`src/rtl/mult_ctrl.sv`:
```
// Sequencing controller for the MULT shift-add multiplier: one start request
// walks the datapath through clear, load and N MSB-first add/shift iterations.
module mult_ctrl #(
    parameter int N = 4
) (
    input  logic clk,
    input  logic clr,
    input  logic start,
    input  logic bit_in,
    output logic dp_clr,
    output logic ld,
    output logic ldp,
    output logic shb,
    output logic shp,
    output logic busy,
    output logic done
);

    localparam int CW = $clog2(N) + 1;

    typedef enum logic [2:0] {
        IDLE,
        CLEAR,
        LOAD,
        ADD,
        SHB,
        SHP,
        DONE
    } state_t;

    state_t        state;
    logic [CW-1:0] cnt;

    // The partial-product load follows the multiplier bit the datapath is
    // presenting during ADD; the datapath registers it on the same edge.
    assign ldp = (state == ADD) && bit_in;

    // Moore outputs are registered: each one is set on the transition into
    // the state that owns it, so they line up exactly with the state register.
    always_ff @(posedge clk or posedge clr) begin
        if (clr) begin
            state  <= IDLE;
            cnt    <= '0;
            dp_clr <= 1'b0;
            ld     <= 1'b0;
            shb    <= 1'b0;
            shp    <= 1'b0;
            busy   <= 1'b0;
            done   <= 1'b0;
        end else begin
            dp_clr <= 1'b0;
            ld     <= 1'b0;
            shb    <= 1'b0;
            shp    <= 1'b0;
            busy   <= 1'b0;
            done   <= 1'b0;
            case (state)
                IDLE: begin
                    if (start) begin
                        state  <= CLEAR;
                        cnt    <= '0;
                        dp_clr <= 1'b1;
                        busy   <= 1'b1;
                    end
                end
                CLEAR: begin
                    state <= LOAD;
                    ld    <= 1'b1;
                    busy  <= 1'b1;
                end
                LOAD: begin
                    state <= ADD;
                    busy  <= 1'b1;
                end
                ADD: begin
                    cnt <= cnt + 1'b1;
                    // The last bit gets no trailing shifts.
                    if (cnt == CW'(N - 1)) begin
                        state <= DONE;
                        done  <= 1'b1;
                    end else begin
                        state <= SHB;
                        shb   <= 1'b1;
                        busy  <= 1'b1;
                    end
                end
                SHB: begin
                    state <= SHP;
                    shp   <= 1'b1;
                    busy  <= 1'b1;
                end
                SHP: begin
                    state <= ADD;
                    busy  <= 1'b1;
                end
                DONE: begin
                    state <= IDLE;
                end
                default: begin
                    state <= IDLE;
                end
            endcase
        end
    end

endmodule

```
`config.mk`:
```
export PLATFORM = sky130hd
export DESIGN_NAME = mult_ctrl
export DESIGN_NICKNAME = d
export VERILOG_FILES = /design/src/rtl/mult_ctrl.sv
export SDC_FILE = /design/constraint.sdc
export NUM_CORES = 1
export LEC_CHECK = 0
export CORE_MARGIN = 3
export CORE_UTILIZATION = 35
export CTS_BUF_LIST = sky130_fd_sc_hd__clkbuf_8 sky130_fd_sc_hd__clkbuf_16
export CTS_CLUSTER_SIZE = 30
export DETAILED_ROUTE_END_ITERATION = 12
export PLACE_DENSITY = 0.59
export SLEW_MARGIN = 20
export SYNTH_ARGS = -nofsm -noshare
export SYNTH_HDL_FRONTEND = slang
export SYNTH_SLANG_ARGS = --single-unit
export TNS_END_PERCENT = 100
```
`constraint.sdc`:
```
create_clock -name clk -period 3.6 [get_ports clk]
set_clock_uncertainty 0.2 [all_clocks]
set_input_delay 0.72 -clock clk [delete_from_list [all_inputs] [get_ports clk]]
set_output_delay 0.72 -clock clk [all_outputs]
set_load 0.05 [all_outputs]
```
==> results of run 1 <==
[area by class of cell]
type                    instances  area, sq um
well taps                      15         18.8
fillers                       135          694
flip-flops and latches         12          300
multi-input cells              31          196
repair buffers                 10          100
inverters                       4         15.0
clock buffers                   3         41.3
[path summary, 6_finish.rpt]
path	from	to	slack (ps)
max in group asynchronous	clr	cnt[1]$_DFFE_PP0P_	2310
min in group asynchronous	clr	done$_DFF_PP0_	590
min reg2reg	cnt[1]$_DFFE_PP0P_	cnt[1]$_DFFE_PP0P_	360
min	cnt[1]$_DFFE_PP0P_	cnt[1]$_DFFE_PP0P_	360
max reg2reg	state[0]$_DFFE_PP0P_	cnt[2]$_DFFE_PP0P_	2160
max	bit_in	ldp	570
[cells by family (layout without fill, tap and decap cells)]
family          count (synthesis)  in the layout  share of synthesized area, %
simple gates                   19             19                          19.6
mux                             1              1                          1.87
flops                          12             12                          56.1
fa+ha+maj                       2              2                          4.67
compound gates                  9              9                          10.5
buf+inv                         7             17                          7.24
[registers in the layout, indices dropped and copies added, names as in the netlist]
name    flops
state       3
done        1
shp         1
cnt         3
ld          1
busy        1
dp_clr      1
shb         1
[critical path, stage by stage]
cell and delay [ps]:
clkdlybuf4s50_1 450, and3_1 140, clkdlybuf4s50_1 790
[layer usage]
| layer | part of all wire (%) | vias to the layer above | track usage, % |
|---|---|---|---|
| met1 | 49 | 159 | 14.3 |
| li1 | - | 187 | - |
| met3 | 5.2 | 2 | 3.59 |
| met4 | 1.2 | 0 | 7.02 |
| met2 | 44 | 7 | 14.4 |
| met5 | 0 | - | 0 |
[cells in the mapped netlist, drive strengths merged]
master / n
nor2b: 2
and3: 3
nor4b: 1
a21o: 2
inv: 4
or3b: 1
nor2: 6
nand2: 2
a21oi: 5
nor3: 2
o22ai: 1
nand3b: 1
buf: 3
o21bai: 1
mux2i: 1
dfrtp: 12
nor4: 1
ha: 2
[stage by stage]
stage	cells	utilization, %
2_1_floorplan	50	-
3_3_place_gp	72	46.2
3_5_place_dp	72	46.2
4_1_cts	75	49.2
5_1_grt	75	49.2
6_report	75	49.2
[power groups by stage]
stage                     Sequential, W  Combinational (W)  Clock, W
after floorplan                0.000289           0.000185         0
after global placement         0.000250           0.000280         0
after detailed placement       0.000251           0.000282         0
after CTS                      0.000248           0.000282  0.000122
after global routing           0.000259           0.000309  0.000130
final                          0.000248           0.000278  0.000119
[cell usage in the layout (no fill, tap or decap)]
master,netlist,final
nor4_1,1,1
o22ai_1,1,1
nand3b_1,1,1
nor4b_1,1,1
and3_1,3,3
mux2i_1,1,1
clkbuf_8,0,3
nand2_1,2,2
a21oi_1,5,5
nor3_1,2,2
nor2_1,6,6
inv_1,4,4
clkdlybuf4s50_1,0,10
nor2b_1,2,2
o21bai_1,1,1
ha_1,2,2
dfrtp_1,12,12
a21o_2,2,2
or3b_4,1,1
==> metrics, run 1 <==
worst hold path depth 2; switching fraction of total power 41.3%; vias approximately 360; combinational share of power between 40 and 50%; cell-internal power approximately 0.00038 W; CP Data Arrival Time approximately 2100 ps; Least-Margin Pin Slew about 490 ps; Power Total roughly 0.00065 W; CTS tree built; Clock Tree Buf Depth 2; Die X roughly 45 um; total wire length between 800 and 900 um; worst setup margin roughly 570 ps; Lkg Pwr 0.325 nW; power density cells 961 nW/um^2; clk_lat worst skew 230 ps; sequential fraction of the synthesis area between 50% and 60%; vias per inst around 4.7; final setup TNS 0 ps; worst vdd ir around 0.32 mV; H-tree lvl count 1; DRT antenna net count 0; Nets approximately 70; cell accounting for the most synthesized area dfrtp_1; All-Layer GR Usage 10.7%; Worst Hold Class reg2reg; Reg2Reg Depth 3; max_cap viols 0; RSZ-0062 raised after global routing false; Yosys top cell area share between 50% and 60%; layout cells sized above 1 between 10% and 20%; sw power about 0.00027 W; largest net degree at the start of global routing 16; GRT overflow 0; hold buffers post-CTS 0; register bit total from synthesis 12; WHS roughly 360 ps; clock sinks 12; worst-path maximum fanout 1; DR pass1 iterations 4; core area between 1000 and 1500 sq um; Antenna Cells 0; Placer Congestion between 0.7 and 0.8; outcome finished, final reports clean; Post-CTS Setup Repair Bufs 0; P&R area growth vs syn 25.5%; initial antenna violation count 0; DRC viols 0; top cells by area, synth dfrtp_1 (56%), a21oi_1 (4.7%), ha_1 (4.7%), nor2_1 (4.2%), and3_1 (3.5%); Mean Syn Cell Area 10.7 sq um; Max-slew headroom about 67%; placed instance area about 630 sq um; final worst path period share between 80% and 90%; Startpoint Class input pin; dpl hpwl 610 um; pre-CTS setup slack around 570 ps; cts bufs inserted 3; syn nets 56; min cycle time layout 3030 ps; Die H between 40 and 50 um; 1st-iter DRT viols 8; Data required, critical path approximately 2700 ps; Post-Synthesis Cells 50; critical path class in2out; fmax 0.331 GHz; CTS resizes 0; first-pass GRT wire length roughly 1500 um; final hold viol count 0; initial core utilization 39.2%; root buffer cell clkbuf_8; part of the power in registers between 30% and 40%; I/O Pins 11; endpoints failing setup 0; DR WL/cell roughly 11 um; post-route cell area roughly 670 sq um; number of global-route vias before repair between 300 and 400; clock-pin slew on the worst setup and hold paths 50 ps; die area about 2000 sq um; Synth cell types 20; input/output buffers 10; std cell rows 13; Critical Path End Type primary output; synth warn 0; Clock Power Share a little under a fifth; Final Max Tran Viols 0; Post-Syn Area 536 sq um
No activity file was read; power rests on OpenSTA's default activity.
==> inputs of run 2 (changes only) <==
--- a/config.mk
+++ b/config.mk
@@ -10,7 +10,7 @@
 export CTS_BUF_LIST = sky130_fd_sc_hd__clkbuf_8 sky130_fd_sc_hd__clkbuf_16
 export CTS_CLUSTER_SIZE = 30
 export DETAILED_ROUTE_END_ITERATION = 12
-export PLACE_DENSITY = 0.59
+export PLACE_DENSITY = 0.61
 export SLEW_MARGIN = 20
 export SYNTH_ARGS = -nofsm -noshare
 export SYNTH_HDL_FRONTEND = slang
==> constraint.sdc (replaced) <==
create_clock -name clk -period 2.6 [get_ports clk]
set_clock_uncertainty 0.2 [all_clocks]
set_input_delay 0.52 -clock clk [delete_from_list [all_inputs] [get_ports clk]]
set_output_delay 0.52 -clock clk [all_outputs]
set_load 0.05 [all_outputs]
==> run 2 against run 1 <==
Compared with the run above:
- flip-flop and latch count unchanged
- critical path depth decreased by 2
- register-to-register slack got worse by 1000 ps
- sequential power increased by 40%
- count of clock-buffer cells in the layout increased by 1
- non-clock buffer count increased by 1
==> metrics, run 2 (same netlist as run 1, synthesis figures left out) <==
input/output buffers 10 (unchanged); hold buffers post-CTS 0 (unchanged); register-to-register setup slack 1130 ps (-1030 ps); DR pass1 iterations 2 (-2); switching fraction of total power 40.3% (-0.98 points); DRC viols 0 (unchanged); Reg2Reg Depth 4 (+1); WHS 380 ps (+18.1 ps); min cycle time layout slightly above 2000 ps; std cell rows 13 (unchanged); I/O Pins 11 (unchanged); post-route cell area 703 sq um (+4.7%); dpl hpwl 662 um (+8.5%); max_cap viols 0 (unchanged); CTS tree built; RSZ-0062 raised after global routing false; final worst path period share between 70% and 80%; P&R area growth vs syn 31.3%; clock-pin slew on the worst setup and hold paths 50 ps (about the same); final hold viol count 0 (unchanged); All-Layer GR Usage 11.7% (+0.98 points); placed instance area 648 sq um (+2.8%); Power Total 0.000967 W (+50%); R2R Path End busy$_DFF_PP0_; H-tree lvl count 1 (unchanged); Clock Power Share 21.0% (+2.6 points); most common cell after layout, fill and taps aside dfrtp_1; initial core utilization 39.2% (unchanged); combinational share of power 43.2% (about the same); root buffer cell clkbuf_8; total wire length 936 um (+11%); largest net degree at the start of global routing 16 (unchanged); die area 2040 sq um (unchanged); Crit-path slowest cell clkdlybuf4s50_1; vias 375 (+5.6%); CP Data Arrival Time 1340 ps (-770 ps); CP delay by family, top buffers and inverters; Worst Hold Class in2async; 1st-iter DRT viols 12 (+4); number of global-route vias before repair 356 (+6.0%); GRT overflow 0 (unchanged); top flop regs cnt: 3 flops, state: 3 flops; Post-CTS Setup Repair Bufs 0 (unchanged); Die X 45.1 um (unchanged); sw power 0.000390 W (+46%); Nets 69 (+1.5%); Util after Layout 51.5% (+2.3 points); Least-Margin Pin Slew 489 ps (-1.17 ps); final setup TNS 0 ps (unchanged); worst r2r src cnt[0]$_DFFE_PP0P_; clock sinks 12 (unchanged); DRT antenna net count 0 (unchanged); Placer Congestion 0.669 (-5.3%); slowest cell delay on critical path 790 ps (about the same); first-pass GRT wire length 1630 um (+6.8%); core area 1370 sq um (unchanged); initial antenna violation count 0 (unchanged); Antenna Cells 0 (unchanged); worst vdd ir 0.665 mV (+110%); cts bufs inserted 3 (unchanged); critical path class reg2out; layout cells sized above 1 14.5% (+4.5 points); endpoints failing setup 0 (unchanged); Max-slew headroom 67.3% (+0.078 points); crit path buf inv count 1 (-1); vias per inst 4.87 (+2.9%); fmax about 0.48 GHz; critical path, cell by cell clkdlybuf4s50_1; cell-internal power 0.000577 W (+52%); Critical Path End Type primary output; most frequent cells in the layout dfrtp_1 (12), clkdlybuf4s50_1 (9), nor2_1 (6), a21oi_1 (5); DR WL/cell 12.2 um (+7.8%); Die H 45.1 um (unchanged); Critical Path Stages 1 (-2); CTS resizes 0 (unchanged); Lkg Pwr 0.342 nW (+5.3%); Clock Tree Buf Depth 2 (unchanged); part of the power in registers 35.8% (-2.7 points); outcome finished, final reports clean; clk_lat worst skew 240 ps (about the same); Data required, critical path 1880 ps (-800 ps); Final Max Tran Viols 0 (unchanged); Startpoint Class flip-flop; worst-path maximum fanout 1 (unchanged); power density cells 1380 nW/um^2 (+43%)
run 2: layer usage:
metal | GRT usage, % | wire (um) | vias up
met5 | 0 | 0 | -
met2 | 15.0 | 388 | 12
met4 | 7.02 | 21 | 0
met1 | 15.3 | 456 | 168
met3 | 5.98 | 69 | 5
li1 | - | - | 190
run 2: area by class of cell:
type / count / area [sq um]
Timing Repair Buffer: 11 / 118
Sequential cell: 12 / 300
Fill cell: 142 / 663
Inverter: 4 / 15.0
Clock buffer: 4 / 55.1
Tap cell: 15 / 18.8
Multi-Input combinational cell: 31 / 196
run 2: worst max-delay path by stage:
stage / startpoint / slack, ps / to
after floorplan: state[2]$_DFFE_PP0P_ / 640 / ldp
after global placement: bit_in / 570 / ldp
after detailed placement: bit_in / 570 / ldp
after CTS: shp$_DFF_PP0_ / 520 / shp
after global routing: state[0]$_DFFE_PP0P_ / 450 / ldp
final: dp_clr$_DFF_PP0_ / 540 / dp_clr
run 2: power by group through the flow:
stage	Combinational [W]	Clock [W]	Sequential (W)
global route	0.000456	0.000221	0.000361
CTS	0.000422	0.000208	0.000347
global placement	0.000412	0	0.000348
floorplan	0.000256	0	0.000399
detailed placement	0.000421	0	0.000349
finish	0.000418	0.000203	0.000346
run 2: through the flow:
stage                     instances  setup WS [ps]
after floorplan                  50            635
after global placement           73            575
after detailed placement         73            568
after CTS                        77            524
after global routing             77            452
final                            77            535
